==> src/rtl/tx_axis_frame_arbiter.sv <==
// Frame-level round-robin arbiter sharing the MAC TX AXIS port among C_NUM_SRC sources (ARB_WDOG_EN adds a stall watchdog).
// Latency: request seen in IDLE -> grant next cycle; data/valid/last/ready are combinational pass-through while granted.
// Backpressure: granted source's tready mirrors MAC tready, all others held at 0; at least one idle cycle between frames.
module tx_axis_frame_arbiter #(
  parameter int C_NUM_SRC = 3,
  parameter int C_TIMEOUT = 1000
) (
  input  logic                   tx_mac_aclk,
  input  logic                   tx_mac_reset_n,
  input  logic [8*C_NUM_SRC-1:0] s_axis_tdata,
  input  logic [C_NUM_SRC-1:0]   s_axis_tvalid,
  input  logic [C_NUM_SRC-1:0]   s_axis_tlast,
  output logic [C_NUM_SRC-1:0]   s_axis_tready,
  output logic [7:0]             tx_axis_mac_tdata,
  output logic                   tx_axis_mac_tvalid,
  output logic                   tx_axis_mac_tlast,
  input  logic                   tx_axis_mac_tready,
  output logic [C_NUM_SRC-1:0]   arb_grant,
  output logic                   arb_busy,
  output logic                   err_timeout
);

  localparam int PW = (C_NUM_SRC > 1) ? $clog2(C_NUM_SRC) : 1;

`ifdef ARB_WDOG_EN
  localparam int CW = $clog2(C_TIMEOUT + 1);
  typedef enum logic [1:0] {IDLE, XFER, CLOSE, DRAIN} state_t;
`else
  typedef enum logic {IDLE, XFER} state_t;
`endif

  state_t               state_q, state_d;
  logic [C_NUM_SRC-1:0] grant_q, grant_d;
  logic [PW-1:0]        gidx_q, gidx_d;
  logic [PW-1:0]        ptr_q, ptr_d;
  logic [7:0]           g_dat;
  logic                 g_vld, g_lst;
  logic                 req_found;
  logic [PW-1:0]        req_idx;
  logic [PW:0]          cand;

`ifdef ARB_WDOG_EN
  logic [CW-1:0]        cnt_q, cnt_d;
  logic                 err_q, err_d;
`endif

  assign g_dat = s_axis_tdata[{gidx_q, 3'b000} +: 8];
  assign g_vld = s_axis_tvalid[gidx_q];
  assign g_lst = s_axis_tlast[gidx_q];

  // Rotating scan: start just past the last owner, wrap at C_NUM_SRC.
  always_comb begin
    req_found = 1'b0;
    req_idx   = ptr_q;
    cand      = '0;
    for (int k = 1; k <= C_NUM_SRC; k++) begin
      cand = {1'b0, ptr_q} + (PW+1)'(k);
      if (cand >= (PW+1)'(C_NUM_SRC))
        cand = cand - (PW+1)'(C_NUM_SRC);
      if (!req_found && s_axis_tvalid[cand[PW-1:0]]) begin
        req_found = 1'b1;
        req_idx   = cand[PW-1:0];
      end
    end
  end

  always_comb begin
    state_d            = state_q;
    grant_d            = grant_q;
    gidx_d             = gidx_q;
    ptr_d              = ptr_q;
    tx_axis_mac_tdata  = 8'h00;
    tx_axis_mac_tvalid = 1'b0;
    tx_axis_mac_tlast  = 1'b0;
    s_axis_tready      = '0;
`ifdef ARB_WDOG_EN
    cnt_d              = cnt_q;
    err_d              = 1'b0;
`endif
    case (state_q)
      IDLE: begin
`ifdef ARB_WDOG_EN
        cnt_d = '0;
`endif
        if (req_found) begin
          state_d          = XFER;
          grant_d          = '0;
          grant_d[req_idx] = 1'b1;
          gidx_d           = req_idx;
        end
      end
      XFER: begin
        tx_axis_mac_tdata  = g_dat;
        tx_axis_mac_tvalid = g_vld;
        tx_axis_mac_tlast  = g_lst;
        s_axis_tready      = grant_q & {C_NUM_SRC{tx_axis_mac_tready}};
        if (g_vld && tx_axis_mac_tready && g_lst) begin
          state_d = IDLE;
          grant_d = '0;
          ptr_d   = gidx_q;
        end
`ifdef ARB_WDOG_EN
        // Counter tracks consecutive cycles the owner has nothing to offer.
        else if (!g_vld) begin
          if (cnt_q == CW'(C_TIMEOUT - 1)) begin
            state_d = CLOSE;
            err_d   = 1'b1;
            cnt_d   = '0;
          end else begin
            cnt_d = cnt_q + 1'b1;
          end
        end else begin
          cnt_d = '0;
        end
      end
      CLOSE: begin
        tx_axis_mac_tvalid = 1'b1;
        tx_axis_mac_tlast  = 1'b1;
        if (tx_axis_mac_tready)
          state_d = DRAIN;
      end
      DRAIN: begin
        s_axis_tready = grant_q;
        if (g_vld && g_lst) begin
          state_d = IDLE;
          grant_d = '0;
          ptr_d   = gidx_q;
        end
`endif
      end
      default: state_d = IDLE;
    endcase
  end

  always_ff @(posedge tx_mac_aclk or negedge tx_mac_reset_n) begin
    if (!tx_mac_reset_n) begin
      state_q <= IDLE;
      grant_q <= '0;
      gidx_q  <= '0;
      ptr_q   <= PW'(C_NUM_SRC - 1);
    end else begin
      state_q <= state_d;
      grant_q <= grant_d;
      gidx_q  <= gidx_d;
      ptr_q   <= ptr_d;
    end
  end

`ifdef ARB_WDOG_EN
  always_ff @(posedge tx_mac_aclk or negedge tx_mac_reset_n) begin
    if (!tx_mac_reset_n) begin
      cnt_q <= '0;
      err_q <= 1'b0;
    end else begin
      cnt_q <= cnt_d;
      err_q <= err_d;
    end
  end
  assign err_timeout = err_q;
`else
  assign err_timeout = 1'b0;
`endif

  assign arb_grant = grant_q;
  assign arb_busy  = (state_q != IDLE);

endmodule

==> config.mk <==
export PLATFORM = sky130hd
export DESIGN_NAME = tx_axis_frame_arbiter
export DESIGN_NICKNAME = d
export VERILOG_FILES = /design/src/rtl/tx_axis_frame_arbiter.sv
export SDC_FILE = /design/constraint.sdc
export NUM_CORES = 1
export LEC_CHECK = 0
export CORE_MARGIN = 1.5
export CORE_UTILIZATION = 42
export CTS_BUF_LIST = sky130_fd_sc_hd__clkbuf_8
export CTS_CLUSTER_DIAMETER = 50
export CTS_CLUSTER_SIZE = 40
export DETAILED_ROUTE_END_ITERATION = 16
export GPL_TIMING_DRIVEN = 0
export PLACE_DENSITY = 0.88
export SLEW_MARGIN = 20
export SYNTH_ARGS = -nofsm -noshare
export SYNTH_HDL_FRONTEND = slang
export SYNTH_SLANG_ARGS = --single-unit
export TNS_END_PERCENT = 30
==> constraint.sdc <==
create_clock -name tx_mac_aclk -period 3.51 [get_ports tx_mac_aclk]
set_clock_uncertainty 0.05 [all_clocks]
set_input_delay 0.351 -clock tx_mac_aclk [delete_from_list [all_inputs] [get_ports tx_mac_aclk]]
set_output_delay 0.351 -clock tx_mac_aclk [all_outputs]
set_load 0.01 [all_outputs]
Word level (Yosys, flattened, before mapping)
Cells that the tools add are included.

Flip-flop bits (word level): 8. Bits of input ports: 33. Output and inout port bits: 18. Word-level logic and storage cells: 65.

$add $sub $neg: 6. $lt $le $gt $ge: 9. Equal/unequal tests: 2. Shift operators: 1. Mux-type cells: 31. Bitwise logic cells: 2. Reduce and logical (&&, ||, !) cells: 10.

Operators by type and width (count): 24-bit by 6-bit indexed part select with 8-bit output (1); 2-bit by 3-bit less-than comparator with 1-bit output (second input constant) (5); 1-bit 2-to-1 mux (13); 2-bit 2-to-1 mux (6); 1-bit binary-select mux with 2-bit select (5); 3-bit by 2-bit >= comparator with 1-bit output (second input constant) (3); 3-bit 2-to-1 mux (3); 8-bit 2-to-1 mux (1); 2-bit by 2-bit adder with 3-bit output (second input constant) (2); 3-bit one-hot mux with 2 select lines (1); 2-bit AND reduction (3); 2-bit subtractor (second input constant) (3); 1-bit logical AND (5); 2-bit by 1-bit adder with 3-bit output (second input constant) (1); 3-bit AND (1); 1-bit demux with 2-bit select (1); 2-bit by 1-bit >= comparator with 1-bit output (second input constant) (1); 1-bit zero test (2); 2-bit by 1-bit != test with 1-bit output (second input constant) (1); 2-bit != test (second input constant) (1); 1-bit one-hot mux with 2 select lines (1); 1-bit inverter (1).

Logic depth before layout (Yosys ltp)
Gate-level depths: netlist (run 1).

Depth after elaboration: 18. Mapped depth: 7. Gate-level depth less buffers: 7.

Worst setup path before layout (run 1)
OpenSTA, ideal clock, no wires.

Path type: register -> register. From: register ptr_q[1]. To: register grant_q[1], in the netlist arb_grant[1]. Library setup time: 0.121 ns. Arrival: 1.818 ns. Data required time: 3.339 ns. Setup slack: 1.521 ns. Cell stages (with the launch flop): 8. Cell sequence: dfstp_2 > inv_1 > ha_1 > inv_1 > a211oi_1 > a221o_1 > and2_1 > a22o_1.

Cells in the longest elaborated chain, start to end: 18.

Ends and longest elaborated chain: from (decl) (line 35) `logic [PW-1:0] ptr_q, ptr_d;`; from (signal assigned) (line 140) `ptr_q <= PW'(C_NUM_SRC - 1);`; from (signal assigned) (line 145) `ptr_q <= ptr_d;`; 2-bit by 1-bit adder with 3-bit output (line 57) `cand = {1'b0, ptr_q} + (PW+1)'(k);`; 3-bit by 2-bit >= comparator with 1-bit output / 2-bit subtractor (equally long branches) (line 58, 59); 2-bit 2-to-1 mux (line 58) `if (cand >= (PW+1)'(C_NUM_SRC))`; 1-bit binary-select mux with 2-bit select (line 60) `if (!req_found && s_axis_tvalid[cand[PW-1:0]]) begin`; 1-bit 2-to-1 mux (not written as such) (line 60); 1-bit 2-to-1 mux (line 60); 1-bit zero test (line 60); 1-bit logical AND (line 60); (+2 left out); 1-bit logical AND (line 60); 2-bit 2-to-1 mux (line 60); 2-bit by 3-bit less-than comparator with 1-bit output (not written as such) / 2-bit by 1-bit >= comparator with 1-bit output (equally long branches) (line 88) `grant_d[req_idx] = 1'b1;`; 1-bit logical AND (not written as such) (line 88); 1-bit 2-to-1 mux (not written as such) (line 88); 1-bit demux with 2-bit select (line 88); 3-bit 2-to-1 mux (line 85) `if (req_found) begin`; 3-bit one-hot mux with 2 select lines (line 80) `case (state_q)`; to (signal assigned) (line 143) `grant_q <= grant_d;`; to (decl) (line 33) `logic [C_NUM_SRC-1:0] grant_q, grant_d;`.

Parallel ways exist; a longest one is shown, timed or not. The select of a mux whose other input is x is not followed. A chain may end at the register's enable or synchronous reset.

Final worst setup path (run 1)
From: input s_axis_tvalid[1]. To: output tx_axis_mac_tvalid.

Cells in the longest elaborated chain, start to end: 3.

Ends and longest elaborated chain: from (decl) (line 11) `input logic [C_NUM_SRC-1:0] s_axis_tvalid,`; 1-bit binary-select mux with 2-bit select (line 48) `assign g_vld = s_axis_tvalid[gidx_q];`; 1-bit 2-to-1 mux (not written as such) (line 48); 1-bit 2-to-1 mux (line 80); to (decl) (line 15) `output logic tx_axis_mac_tvalid,`.

Every way passes these cells. The select of a mux whose other input is x is not followed.

==> results of run 1 <==
worst paths after layout:
kind	endpoint	slack [ps]	cells past startpoint
worst max-delay path	tx_axis_mac_tvalid	1170	5
worst max register to register	arb_grant[2]	1280	7
worst min register to register	arb_grant[0]	500	1
max in group asynchronous	ptr_q[1]	2750	1
worst min-delay path	gidx_q[1]	350	1
min in group tx_mac_aclk	arb_grant[0]	500	1
layout make-up:
cell class | count | area share [%]
inverter | 6 | 1.57
clock buffer | 3 | 2.88
clock inverter | 1 | 0.262
buffer | 7 | 3.06
tap | 27 | 2.36
multi-input combinational | 87 | 41.5
timing repair buffer | 49 | 34.3
sequential | 8 | 14.1
worst register-to-register path, stage by stage, from the launching register on:
cell and delay, ps:
dfrtp_1 470, inv_1 130, ha_1 400, inv_1 150, mux2_2 380, a221oi_2 290, o2111ai_1 200, nand2_1 100
routing by layer:
layer,up-vias,GRT usage (%),wire (um)
met5,-,0,0
li1,489,-,-
met1,488,29.0,1140
met3,4,5.56,149
met4,0,2.86,14
met2,38,44.4,1370
power breakdown:
| part | switching (mW) | internal [mW] |
|---|---|---|
| clock network | 0.0373 | 0.0758 |
| registers | 0.0325 | 0.132 |
| logic | 0.395 | 0.418 |
cells in the mapped netlist (all sizes together) (2+ instances only):
master	instances
nor2	18
mux2i	11
a21oi	8
dfrtp	7
buf	6
inv	5
and2	4
nand2	4
and3	3
ha	3
mux2	3
o21ai	3
a221oi	2
a22o	2
a31oi	2
and2b	2
nand2b	2
nor3	2
o2bb2ai	2
flip-flops by register name, indices dropped and copies added, names as in the netlist:
signal,flops
ptr_q,2
arb_grant,3
gidx_q,2
arb_busy,1
kinds of logic (layout without fill, tap and decap cells):
kind of cell	after synthesis	count (layout)	synth area share (%)
AND/OR/NAND/NOR	41	41	23.8
AO/OA/AOI/OAI	28	28	23.7
multiplexers	14	14	16.7
buffers and inverters	13	66	7.69
flip-flops	8	8	23.4
adder cells (fa/ha/maj)	3	3	4.35
other	1	1	0.435
==> summary.md, run 1 <==
| Metric | Value |
|---|---|
| Outcome | `finished clean` |
| Final HPWL DP | `2050 um` |
| Antenna viol nets, final | `0` |
| Setup ws final | `around 1200 ps` |
| Initial drt markers | `33` |
| Crit path DAT | `between 1500 and 2000 ps` |
| Initial Util | `between 40 and 50%` |
| WL per Instance | `approximately 14 um` |
| FP Rows | `16` |
| Post-CTS Hold Fix Bufs | `0` |
| Cell at the slowest stage of the critical path | `clkdlybuf4s50_1` |
| Post-Syn Area per Cell | `7.98 um^2` |
| Root Driver | `clkbuf_8` |
| Max rail drop VDD | `between 500 and 600 uV` |
| Clock Latency Late Sink | `230 ps` |
| Largest net degree at the start of global routing | `11` |
| Hold Crit Class | `primary input to async pin` |
| Clock sink count | `8` |
| RSZ-0062 raised after global routing | `no` |
| Period utilisation layout | `roughly two thirds` |
| Predominant post-synthesis flop cell | `dfrtp_1` |
| Avg Vias per Cell | `5.42` |
| Area of the core | `between 1500 and 2000 um^2` |
| Max_cap viols | `0` |
| Final Util | `about three quarters` |
| Worst Setup End Kind | `primary output` |
| Most frequent cells in the layout | `clkdlybuf4s50_1 (49), nor2_1 (18), mux2i_1 (11), a21oi_1 (8), dfrtp_1 (7)` |
| Cts repair resizes | `0` |
| Nets | `198` |
| Ant. Diodes | `0` |
| Cells along the critical path | `clkdlybuf4s50_1 -> mux2i_1 -> o21ai_0 -> and2_1 -> clkdlybuf4s50_1` |
| Net Count, Synth | `144` |
| Buf/Inv on CP | `2` |
| Ranking of synthesized cells by area | `dfrtp_1 (20%), mux2i_1 (13%), nor2_1 (7.8%)` |
| Reg2reg start | `ptr_q[0]` |
| Most used cell, CP | `clkdlybuf4s50_1` |
| 1st-pass router iterations | `4` |
| CTS tree | `built` |
| FF+latch area | `201 um^2` |
| Pwr dens | `approximately 760 nW/um^2` |
| Die footprint | `~2300 um^2` |
| Drt total wl | `between 2000 and 3000 um` |
| Post-synth ARST share | `100%` |
| Area leader, netlist | `dfrtp_1` |
| # IOs | `51` |
| Critical path's top delay family | `buffers and inverters` |
| Post-CTS Setup Inserts | `0` |
| Area of the multi-input gates | `594 um^2` |
| Post-DP Area | `1390 um^2` |
| Deepest clock path buffer count | `2` |
| DRC Markers | `0` |
| Crit path launch type | `primary input` |
| H-Tree Depth | `1` |
| Max-slew violations | `0` |
| Register area share after synthesis | `23.4%` |
| Max Fclk | `428 MHz` |
| Fin area | `approximately 1400 um^2` |
| Placer Congestion | `just over 0.9` |
| CP startpoint | `s_axis_tvalid[1]` |
| Fin Setup TNS | `0 ps` |
| Minimum clock period | `2340 ps` |
| Clock-pin slew on the worst setup and hold paths | `40 ps` |
| Dpl cells | `184` |
| Die Width | `48.3 um` |
| Cell Area, Synth | `862 um^2` |
| Port Buffers | `49` |
| Layout cells sized above 1 | `approximately a tenth` |
| Number of global-route vias before repair | `1004` |
| CTS Buf Count | `3` |
| All-Layer GR Usage | `24.0%` |
| Tot Pwr | `1.09 mW` |
| Most common cell after layout, fill and taps aside | `clkdlybuf4s50_1` |
| EDFF count, synth | `0` |
| Yosys top cell area share | `20.3%` |
| Post-Layout Cell Count | `188` |
| Total gr overflow | `0` |
| Setup violators final | `0` |
| First-pass GRT wire length | `4530 um` |
| Worst hold slack | `349 ps` |
| Die Y | `48.3 um` |
| Cell leakage power | `around 0.61 nW` |
| Vias | `1019` |
| Final Hold Viols | `0` |
| Pre-CTS setup slack | `1150 ps` |
| Ys Warns | `0` |
| Area grow syn2layout | `66.0%` |
| CP peak stage delay | `580 ps` |
| #FFs+latches synth | `8` |
| Setup CP Type | `primary input to primary output` |
| FILL cells | `144` |
| Critical Path RT | `approximately 3100 ps` |
| Synth unique cells | `42` |
| Synth Instances | `108` |
| Crit Path Max Fanout | `7` |
| Initial antenna violation count | `0` |
Note: power is estimated with default switching activity, not from simulation.
==> run 2, diff against run 1 <==
CORE_UTILIZATION = 35   (was 42)
PLACE_DENSITY = 0.79   (was 0.88)
clock period = 2.1 ns   (was 3.51 ns; I/O delays follow)
==> summary.md, run 2 (synthesized netlist as in run 1, its figures left out) <==
| Metric | Value |
|---|---|
| FILL cells | `187` |
| Pwr dens | `1260 nW/um^2` |
| Root Driver | `clkbuf_8` |
| Deepest clock path buffer count | `2` |
| Antenna viol nets, final | `0` |
| All-Layer GR Usage | `20.2%` |
| Crit Path Max Fanout | `5` |
| Die Y | `52.6 um` |
| Cells along the critical path | `ha_2 -> nand2_1 -> a2111o_1 -> a221oi_2 -> o2111ai_2 -> nand2_1` |
| Drt total wl | `2690 um` |
| # IOs | `51` |
| Crit path launch type | `flop` |
| Max reg flops | `3` |
| CP peak stage delay | `550 ps` |
| Most frequent cells in the layout | `clkdlybuf4s50_1 (39), nor2_1 (18), mux2i_1 (10), dlymetal6s2s_1 (9), a21oi_1 (8)` |
| Vias | `1026` |
| Total gr overflow | `0` |
| Clock sink count | `8` |
| Max Fclk | `493 MHz` |
| Outcome | `finished clean` |
| H-Tree Depth | `1` |
| Avg Vias per Cell | `5.37` |
| Crit path DAT | `2150 ps` |
| Layout cells sized above 1 | `18.4%` |
| Ant. Diodes | `0` |
| Nets | `200` |
| Final Hold Viols | `0` |
| Max rail drop VDD | `about 800 uV` |
| Critical path's top delay family | `compound AO/OA/AOI/OAI gates` |
| Final HPWL DP | `about 2100 um` |
| FP Rows | `17` |
| Most used cell, CP | `nand2_1` |
| Post-CTS Hold Fix Bufs | `0` |
| Cell leakage power | `0.723 nW` |
| Setup violators final | `0` |
| 1st-pass router iterations | `4` |
| Clock Latency Late Sink | `between 200 and 250 ps` |
| Clock-pin slew on the worst setup and hold paths | `40 ps` |
| Area of the core | `roughly 2300 um^2` |
| Period utilisation layout | `between 90% and 100%` |
| Die Width | `52.6 um` |
| Number of global-route vias before repair | `950` |
| Critical Path RT | `2220 ps` |
| Max-slew violations | `0` |
| Placer Congestion | `~0.83` |
| Die footprint | `2770 um^2` |
| WL per Instance | `14.1 um` |
| Largest net degree at the start of global routing | `11` |
| Port Buffers | `a little under 50` |
| Max_cap viols | `0` |
| Initial Util | `37.9%` |
| Buf/Inv on CP | `0` |
| Initial drt markers | `16` |
| Tot Pwr | `roughly 1.9 mW` |
| CTS tree | `built` |
| Fin Setup TNS | `0 ps` |
| R2R depth | `6` |
| Stages on worst setup path | `6` |
| Most common cell after layout, fill and taps aside | `clkdlybuf4s50_1` |
| Initial antenna violation count | `0` |
| First-pass GRT wire length | `~4200 um` |
| DRC Markers | `0` |
| CTS Buf Count | `3` |
| Worst Setup End Kind | `flop` |
| RSZ-0062 raised after global routing | `yes` |
| Setup CP Type | `flop to flop` |
| Minimum clock period | `2030 ps` |
| Hold Crit Class | `primary input to async pin` |
| Cell at the slowest stage of the critical path | `dfstp_2` |
| Area grow syn2layout | `77.2%` |
==> run 2: cell types whose count changed in the layout (fill, tap and decap cells not counted), sizes merged <==
cell           before  now
clkdlybuf4s50      49   39
dlymetal6s2s        0    9
buf                 6    8
clkinv              1    0
clkinvlp            0    1
dlygate4sd2         0    1
==> run 2: cell type report <==
class                   instances  area (um^2)  area share, %
plain buffers                   7         55.1           3.60
clock buffers                   3         41.3           2.70
clock inverters                 1         3.75          0.246
inverters                       6         26.3           1.72
multi-input cells              87          637           41.7
flip-flops and latches          8          203           13.3
well taps                      28         35.0           2.29
repair buffers                 51          527           34.5
==> run 2: path summary, 6_finish.rpt <==
| path | end | slack, ps | startpoint |
|---|---|---|---|
| worst max-delay path | arb_grant[2] | 70 | ptr_q[1] |
| worst min-delay path | arb_grant[2] | 200 | tx_mac_reset_n |
| worst max register to register | arb_grant[2] | 70 | ptr_q[1] |
| worst min register to register | arb_grant[0] | 460 | arb_grant[0] |
| max in group asynchronous | ptr_q[1] | 1490 | tx_mac_reset_n |
| min in group tx_mac_aclk | arb_grant[0] | 460 | arb_grant[0] |
==> run 2: report_power, final <==
group,internal [mW],switching (mW)
sequential,0.222,0.0462
clock,0.127,0.0606
combinational,0.751,0.713
total,1.10,0.820
==> run 2: repair_timing <==
action	in CTS	in global routing
setup buffers	0	2
endpoints found under the setup margin	14	14
pin swaps	0	5
gates resized for setup	9	20
==> run 2: layer usage <==
layer	track usage [%]	wire [um]	vias to the layer above
li1	-	-	495
met2	34.4	1390	27
met1	26.6	1190	502
met4	5.56	10	0
met5	0	0	-
met3	2.57	101	2
==> run 2: stage by stage <==
stage	instances	hold WS [ps]	setup WS, ps	cell area, um^2	utilization (%)
2_1_floorplan	108	-136	111	862	-
3_3_place_gp	185	452	-39.7	1390	61.0
3_5_place_dp	185	454	-73.5	1390	61.0
4_1_cts	189	213	7.44	1450	63.6
5_1_grt	191	246	-41.9	1530	67.1
6_report	191	204	71.3	1530	67.1
==> run 3, diff against run 2 <==
CTS_CLUSTER_DIAMETER = not set   (was 50)
==> results of run 3 <==
No change in the layout: final DEF, timing and power equal those of run 2.
